`src/rtl/mul_div_pkg.sv`:
```
// Shared encodings and defaults for the iterative multiply/divide unit.
package mul_div_pkg;

   localparam int unsigned DEFAULT_WIDTH = 32;

   // Operation select as presented on Op
   typedef enum logic [1:0] {
      OP_MULTU = 2'b00,
      OP_MULT  = 2'b01,
      OP_DIVU  = 2'b10,
      OP_DIV   = 2'b11
   } op_e;

   // Sequencer states
   typedef enum logic [2:0] {
      S_IDLE  = 3'd0,
      S_PREP  = 3'd1,
      S_CALC  = 3'd2,
      S_FIXUP = 3'd3,
      S_DONE  = 3'd4
   } state_e;

endpackage

```
`src/rtl/mul_div_sign_fix.sv`:
```
// Conditional two's-complement negate; used for operand magnitudes and result sign restore.
module mul_div_sign_fix #(
   parameter int unsigned W = 32
) (
   input  logic [W-1:0] val_i,
   input  logic         neg_i,
   output logic [W-1:0] res_o
);

   // Negate when requested, otherwise pass through
   assign res_o = neg_i ? (~val_i + W'(1)) : val_i;

endmodule

```
`src/rtl/mul_div_unit.sv`:
```
// Iterative MULT/MULTU/DIV/DIVU unit producing a HI/LO pair over WIDTH calculation cycles.
module mul_div_unit
   import mul_div_pkg::*;
#(
   parameter int unsigned WIDTH = DEFAULT_WIDTH
) (
   input  logic             CLK,
   input  logic             RST_n,
   input  logic             Start,
   input  logic [1:0]       Op,
   input  logic [WIDTH-1:0] OperandA,
   input  logic [WIDTH-1:0] OperandB,
   output logic             Busy,
   output logic             Done,
   output logic [WIDTH-1:0] HiOut,
   output logic [WIDTH-1:0] LoOut,
   output logic             DivByZero
);

   localparam int unsigned CNT_W = (WIDTH > 1) ? $clog2(WIDTH) : 1;
   localparam int unsigned ACC_W = 2 * WIDTH + 1;

   state_e               state_q;
   op_e                  op_q;
   logic [WIDTH-1:0]     a_q;
   logic [WIDTH-1:0]     b_q;
   logic [ACC_W-1:0]     acc_q;
   logic [CNT_W-1:0]     cnt_q;
   logic                 neg_a_q;
   logic                 neg_b_q;
   logic                 busy_q;
   logic                 done_q;
   logic [WIDTH-1:0]     hi_q;
   logic [WIDTH-1:0]     lo_q;
   logic                 dbz_q;

   logic                 is_div_c;
   logic                 is_sgn_c;
   logic [WIDTH-1:0]     mag_a_c;
   logic [WIDTH-1:0]     mag_b_c;
   logic [WIDTH-1:0]     addend_c;
   logic [WIDTH:0]       mul_sum_c;
   logic [ACC_W-1:0]     mul_step_c;
   logic [ACC_W-1:0]     div_shl_c;
   logic [WIDTH:0]       div_trial_c;
   logic [ACC_W-1:0]     div_step_c;
   logic [2*WIDTH-1:0]   prod_fix_c;
   logic [WIDTH-1:0]     quo_fix_c;
   logic [WIDTH-1:0]     rem_fix_c;

   assign is_div_c = (op_q == OP_DIVU) || (op_q == OP_DIV);
   assign is_sgn_c = (op_q == OP_MULT) || (op_q == OP_DIV);

   // Operand magnitudes for signed ops
   mul_div_sign_fix #(.W(WIDTH)) u_abs_a (
      .val_i (a_q),
      .neg_i (is_sgn_c & a_q[WIDTH-1]),
      .res_o (mag_a_c)
   );

   mul_div_sign_fix #(.W(WIDTH)) u_abs_b (
      .val_i (b_q),
      .neg_i (is_sgn_c & b_q[WIDTH-1]),
      .res_o (mag_b_c)
   );

   // Result sign restore: product/quotient follow sign mismatch, remainder follows dividend
   mul_div_sign_fix #(.W(2 * WIDTH)) u_fix_prod (
      .val_i (acc_q[2*WIDTH-1:0]),
      .neg_i (neg_a_q ^ neg_b_q),
      .res_o (prod_fix_c)
   );

   mul_div_sign_fix #(.W(WIDTH)) u_fix_quo (
      .val_i (acc_q[WIDTH-1:0]),
      .neg_i (neg_a_q ^ neg_b_q),
      .res_o (quo_fix_c)
   );

   mul_div_sign_fix #(.W(WIDTH)) u_fix_rem (
      .val_i (acc_q[2*WIDTH-1:WIDTH]),
      .neg_i (neg_a_q),
      .res_o (rem_fix_c)
   );

   // Shift-add step: add multiplicand to the upper half when the low multiplier bit is set, then shift right
   assign addend_c   = acc_q[0] ? b_q : {WIDTH{1'b0}};
   assign mul_sum_c  = acc_q[2*WIDTH:WIDTH] + {1'b0, addend_c};
   assign mul_step_c = {1'b0, mul_sum_c, acc_q[WIDTH-1:1]};

   // Restoring division step: shift left, subtract divisor if it fits, shift in the quotient bit
   assign div_shl_c   = {acc_q[2*WIDTH-1:0], 1'b0};
   assign div_trial_c = div_shl_c[2*WIDTH:WIDTH] - {1'b0, b_q};
   assign div_step_c  = (div_shl_c[2*WIDTH:WIDTH] >= {1'b0, b_q})
                        ? {div_trial_c, div_shl_c[WIDTH-1:1], 1'b1}
                        : div_shl_c;

   // Sequencer, datapath and registered outputs
   always_ff @(posedge CLK or negedge RST_n) begin
      if (!RST_n) begin
         state_q <= S_IDLE;
         op_q    <= OP_MULTU;
         a_q     <= '0;
         b_q     <= '0;
         acc_q   <= '0;
         cnt_q   <= '0;
         neg_a_q <= 1'b0;
         neg_b_q <= 1'b0;
         busy_q  <= 1'b0;
         done_q  <= 1'b0;
         hi_q    <= '0;
         lo_q    <= '0;
         dbz_q   <= 1'b0;
      end else begin
         done_q <= 1'b0;
         case (state_q)
            S_IDLE: begin
               if (Start) begin
                  op_q    <= op_e'(Op);
                  a_q     <= OperandA;
                  b_q     <= OperandB;
                  busy_q  <= 1'b1;
                  state_q <= S_PREP;
               end
            end
            S_PREP: begin
               neg_a_q <= is_sgn_c & a_q[WIDTH-1];
               neg_b_q <= is_sgn_c & b_q[WIDTH-1];
               b_q     <= mag_b_c;
               acc_q   <= {{(WIDTH+1){1'b0}}, mag_a_c};
               cnt_q   <= '0;
               if (is_div_c && (b_q == '0)) begin
                  hi_q    <= a_q;
                  lo_q    <= '1;
                  dbz_q   <= 1'b1;
                  done_q  <= 1'b1;
                  state_q <= S_DONE;
               end else begin
                  state_q <= S_CALC;
               end
            end
            S_CALC: begin
               acc_q <= is_div_c ? div_step_c : mul_step_c;
               if (cnt_q == CNT_W'(WIDTH - 1)) begin
                  state_q <= S_FIXUP;
               end else begin
                  cnt_q <= cnt_q + CNT_W'(1);
               end
            end
            S_FIXUP: begin
               if (is_div_c) begin
                  hi_q <= rem_fix_c;
                  lo_q <= quo_fix_c;
               end else begin
                  hi_q <= prod_fix_c[2*WIDTH-1:WIDTH];
                  lo_q <= prod_fix_c[WIDTH-1:0];
               end
               dbz_q   <= 1'b0;
               done_q  <= 1'b1;
               state_q <= S_DONE;
            end
            S_DONE: begin
               busy_q  <= 1'b0;
               state_q <= S_IDLE;
            end
            default: begin
               busy_q  <= 1'b0;
               state_q <= S_IDLE;
            end
         endcase
      end
   end

   assign Busy      = busy_q;
   assign Done      = done_q;
   assign HiOut     = hi_q;
   assign LoOut     = lo_q;
   assign DivByZero = dbz_q;

endmodule

```
`config.mk`:
```
export PLATFORM = sky130hd
export DESIGN_NAME = mul_div_unit
export DESIGN_NICKNAME = d
export VERILOG_FILES = /design/src/rtl/mul_div_pkg.sv /design/src/rtl/mul_div_sign_fix.sv /design/src/rtl/mul_div_unit.sv
export SDC_FILE = /design/constraint.sdc
export NUM_CORES = 1
export LEC_CHECK = 0
export ABC_CLOCK_PERIOD_IN_PS = 4600
export CORE_ASPECT_RATIO = 1.4
export CORE_MARGIN = 3
export CORE_UTILIZATION = 61
export DETAILED_ROUTE_END_ITERATION = 10
export GPL_TIMING_DRIVEN = 0
export PLACE_DENSITY = 0.8
export RECOVER_POWER = 50
export SYNTH_ARGS = -nofsm -noshare
export SYNTH_HDL_FRONTEND = slang
export SYNTH_HIERARCHICAL = 1
export SYNTH_SLANG_ARGS = --single-unit
export TNS_END_PERCENT = 50
```
`constraint.sdc`:
```
create_clock -name CLK -period 4.6 [get_ports CLK]
set_clock_uncertainty 0.05 [all_clocks]
set_input_delay 0.92 -clock CLK [delete_from_list [all_inputs] [get_ports CLK]]
set_output_delay 0.92 -clock CLK [all_outputs]
set_load 0.005 [all_outputs]
```
==> flow_summary.yaml <==
timing:
  finalCritPeriodShare_pct: 96.6
  finalHoldViolCount: 0
  setup_slack_ns: 0.155
  worst_pin_slew_ns: 2.54
  drv_slew: 211
  setup_viol: 0
  slew_headroom_pct: -69.6
  holdWs_ns: 0.423
  timing.fmax_ghz: 0.225
  rsz0062_at_grt: "no"
  setup_tns_ns: 0
  period_needed_ns: 4.44
setup_path:
  end_kind: "register"
  cp-start-kind: "register"
  reg2reg_slack_ns: 0.16
  crit_required_ns: 5.02
  crit_start: "b_q[3]$_DFFE_PN0P_"
  cp_max_fo: 10
  crit_type: "reg -> reg"
  arrival_ns: 4.87
  r2r_cells: 9
  r2r-start: "b_q[3]$_DFFE_PN0P_"
  r2r_end: "HiOut[29]$_DFFE_PN0P_"
drt:
  drc_errors: 0
  drt_iter0_drc: 1180
  dr.pass1.iters: 6
  wire_per_inst_um: 24.4
  via_count: 18035
  via_per_inst: 6.67
  wl_um: 66000
  antenna_left: 0
finish:
  fin_cells: 2703
  fin_nets: 2441
  drive_above_1_share_pct: 8.33
  final_area_sq_um: 21300
  area_growth_pct: 14.9
  seqCellArea_sq_um: 5210
  fillers: 2371
  multi_input_area_sq_um: 12600
  layout_common_cells: "nand2_1 (232), xnor2_1 (212), dfrtp_1 (207)"
  layout_commonest_cell: "nand2_1"
place:
  placed_cells: 2658
  dp_hpwl_um: 50500
  place_ws_ns: -0.107
  place_area_sq_um: 20400
  place.gp.congestion: 1.00
  portBuffers: 135
die:
  coreArea_sq_um: 30000
  die_x_um: 153
  floorplan.initialDensity_pct: 61.8
  fp.dieH_um: 212
  ios: 136
  dieArea_sq_um: 32600
  num_rows: 75
worst_hold_path:
  whs_path_depth: 2
  min_path_type: "reg -> reg"
  worst_hold_path.endpoint: "DivByZero$_DFFE_PN0P_"
  hold_start: "DivByZero$_DFFE_PN0P_"
logic_synthesis:
  ys.flop_type: "dfrtp_1"
  ys_ff_latch: 208
  netlist_instances: 2137
  syn_nets: 2279
  yosysWarnings: 6
  synth_edf_count: 0
  ys_seq_area_share_pct: 28.0
  synth_cell_type_count: 90
  synth-async-reset-ratio_pct: 100
  synth.avg_cell_area_sq_um: 8.69
  synth_area_sq_um: 18600
clocking:
  clk_path_buf_depth: 3
  cts_tree: "done"
  cts-root-buf: "clkbuf_16"
  ctsHoldBuffers: 0
  cts_buffers: 25
  cts.htree.levels: 1
  clkLatencyLatePin_ns: 0.55
  cts_sinks: 208
  clk_pin_slew_ns: 0.06
global_route:
  antenna_found_initial: 2
  grt_pass1_wl_um: 101000
  overflow: 0
  grt_max_degree: 115
  grt_pass1_vias: 18335
  grt_usage_pct: 39.5
power_and_ir_drop:
  power_leakage_uw: 0.00830
  pwr_density_cell_nw_per_um2: 944
  max-vdd-ir-drop_mv: 0.590
outcome:
  violations: "max-capacitance violations, max-slew violations"
  status: "complete, but fails checks"
flow_run:
  drv_cap: 2
## synth_stat cells (36+ instances only)
cell type,count,area share [%]
nand2_1,232,4.7
xnor2_1,212,10
dfrtp_1,208,28
o21ai_0,126,3.4
a21oi_1,119,3.2
mux2i_1,102,5.5
nor2_1,96,1.9
clkbuf_1,94,1.9
ha_1,71,4.8
inv_1,62,1.3
o31ai_1,55,2.2
nor3_1,53,1.4
nor2b_1,46,1.5
a31oi_1,42,1.4
a211oi_1,38,1.5
and2_1,37,1.2
mux2_2,37,2.2
nand3_1,37,1.0
a221o_1,36,1.9
## sequential cells by signal, indices dropped and copies added (netlist names)
register   count
Busy           1
DivByZero      1
Done           1
HiOut         32
LoOut         32
a_q           32
acc_q         65
b_q           32
cnt_q          5
neg_a_q        1
neg_b_q        1
op_q           2
state_q        3
## cells by family after synthesis
family | Yosys count | share of synthesized area, %
AO/OA/AOI/OAI | 600 | 23.0
XOR/XNOR | 236 | 11.1
adder cells (fa/ha/maj) | 73 | 5.00
buffers and inverters | 191 | 4.29
flip-flops | 208 | 28.0
multiplexers | 141 | 7.86
AND/OR/NAND/NOR | 688 | 20.7
## repair_timing
| action | 4_1_cts | 5_1_grt |
|---|---|---|
| pin swaps | 0 | 0 |
| gates resized for setup | 1 | 0 |
| endpoints found under the setup margin | 1 | 2 |
| buffers inserted | 0 | 0 |
## critical path: stages (launching register included)
cell	delay, ns
dfrtp_1	0.52
nor4_1	0.77
nand4_1	0.19
nor4_1	0.53
and4_1	0.43
and2_1	0.16
clkbuf_1	0.71
clkbuf_1	0.64
nand2_1	0.18
a31oi_1	0.19
## final cells by class
cell class	instances	share of cell area, %
Antenna cell	2	0.0234
Multi-Input combinational cell	1738	58.9
Sequential cell	208	24.4
Buffer	128	2.63
Tap cell	385	2.26
Clock inverter	16	1.26
Clock buffer	28	3.12
Inverter	62	1.09
Timing Repair Buffer	136	6.34
## power breakdown
group          switching [uW]  internal, uW  total, uW
sequential               2030          2720       4750
clock                     862          1430       2290
combinational            7290          5810      13100
## how the worst max path moves through the flow
| stage | to | slack (ns) |
|---|---|---|
| 3_3_place_gp | b_q[29]$_DFFE_PN0P_ | -6.16 |
| 6_report | HiOut[29]$_DFFE_PN0P_ | 0.16 |
| 4_1_cts | acc_q[56]$_DFFE_PN0P_ | 0.18 |
| 5_1_grt | acc_q[58]$_DFFE_PN0P_ | 0.01 |
| 3_5_place_dp | acc_q[56]$_DFFE_PN0P_ | -0.11 |
| 2_1_floorplan | acc_q[60]$_DFFE_PN0P_ | 1.39 |
## stage by stage
stage / power [uW] / utilization, %
2_1_floorplan: 13500 / -
3_3_place_gp: 17200 / 67.9
3_5_place_dp: 17500 / 68.1
4_1_cts: 19900 / 71.2
5_1_grt: 21500 / 71.1
6_report: 20100 / 71.1
## layer usage
layer  global-route usage (%)  vias up  routed length (um)
met2                     72.3      909               33500
met3                     5.11      333                3880
met5                        0        -                   0
met4                     31.5        0                6360
li1                         -     8215                   -
met1                     40.2     8578               22200
No activity file was read; power rests on OpenSTA's default activity.
==> RTL change: new RTL, config.mk and constraints unchanged <==
The package constant `DEFAULT_WIDTH` goes from 32 to 16.
--- a/src/rtl/mul_div_pkg.sv
+++ b/src/rtl/mul_div_pkg.sv
@@ -1,7 +1,7 @@
 // Shared encodings and defaults for the iterative multiply/divide unit.
 package mul_div_pkg;
 
-   localparam int unsigned DEFAULT_WIDTH = 32;
+   localparam int unsigned DEFAULT_WIDTH = 16;
 
    // Operation select as presented on Op
    typedef enum logic [1:0] {
Ports: changed (resized HiOut, LoOut, OperandA and OperandB); port bits go from 136 to 72. No check against the original RTL was run, so the function may have changed too.
==> RTL change against the unedited design <==
The flow still finishes with violations (capacitance limit, slew limit). Critical path type unchanged. Die area is 49% lower. Worst hold slack better by 25 ps. Total power shrank 57%. Cell count shrank 49%. Maximum frequency is 17% higher. Via count decreased by 51%. Sequential cell count is 97 lower. Area after synthesis shrank 50%. Wire length is 57% lower. Final area is 51% lower. Setup slack improved by 630 ps.
==> RTL change: results (changes against the unedited design) <==
[pwr]
p_leak_nw=4.37  ; -47%
p_comb_share_pct=65.3  ; +0.3 points
switchingPower_mw=4.39  ; -57%
peakVddDrop_mv=0.453  ; -23%
power.share.clock_pct=9.0  ; -2.4 points

[outcome]
status=complete, but fails checks
violations=capacitance limit, slew limit

[detailed_routing]
vias=8901  ; -51%
wl_mm=28.2  ; -57%
drt-initial-drc-count=718  ; -39%
first_pass_iters=5  ; -1

[critical_path]
rr_worst_depth=12  ; +3
r2r-start=acc_q[0]
cp_top_family=compound AO/OA/AOI/OAI gates
critPathMaxFanout=16  ; +6
critPathArrivalTime_ps=4010  ; -860 ps

[yosys]
yosysSeqAreaShare_pct=30.0  ; +1.9 points
synth_compound_area_share_pct=22.7  ; -0.28 points
ys_types=70  ; -22%
synth_area_leaders=dfrtp_1 30%, xnor2_1 7.4%, nand2_1 6.2%
syn-num-nets=1179  ; -48%

[cells_and_area]
drive_above_1_share_pct=7.82  ; -0.52 points
largest_register_ffs=33  ; -49%

[timing]
finalMaxSlewViolations=41  ; -81%
timing.slew.headroom_pct=-63.7  ; +5.9 points

[global_route]
grt_max_degree=72  ; -37%
grt_pass1_wl_mm=45.0  ; -56%
grtUsageTotal_pct=34.4  ; -5.1 points

[clock_tree]
numCtsBuffers=9  ; -64%

[run]
maxCapViolations=1  ; -1

[placed_design]
post-place-ws_ps=933  ; +1040 ps

==> RTL change: cell types whose count changed in the layout (fill, tap and decap cells not counted), sizes merged, moves of 45 or more <==
cell and change:
xnor2 -134, dfrtp -97, nand2 -80, mux2i -73, clkbuf -69, a21oi -62
nor2 -56, o21ai -50, clkdlybuf4s50 -45
==> RTL change: final timing paths <==
kind                             end  slack, ps
setup / recovery           acc_q[27]        790
hold / removal             DivByZero        450
setup reg to reg           acc_q[27]        790
hold reg to reg            DivByZero        450
max in group asynchronous  acc_q[24]       1850
min in group asynchronous   LoOut[7]       1250
==> RTL change: layout make-up <==
type,instances,area [sq um]
timing repair buffer,72,732
inverter,41,154
tap,189,236
buffer,60,256
fill,1215,4170
clock inverter,6,61.3
clock buffer,10,229
multi-input combinational,890,6080
sequential,111,2780
==> RTL change: metal layers <==
layer	share of wire, %	global-route usage, %
met2	50	56.7
met5	0	0
met1	37	39.2
met3	4.5	3.52
met4	9.0	27.9
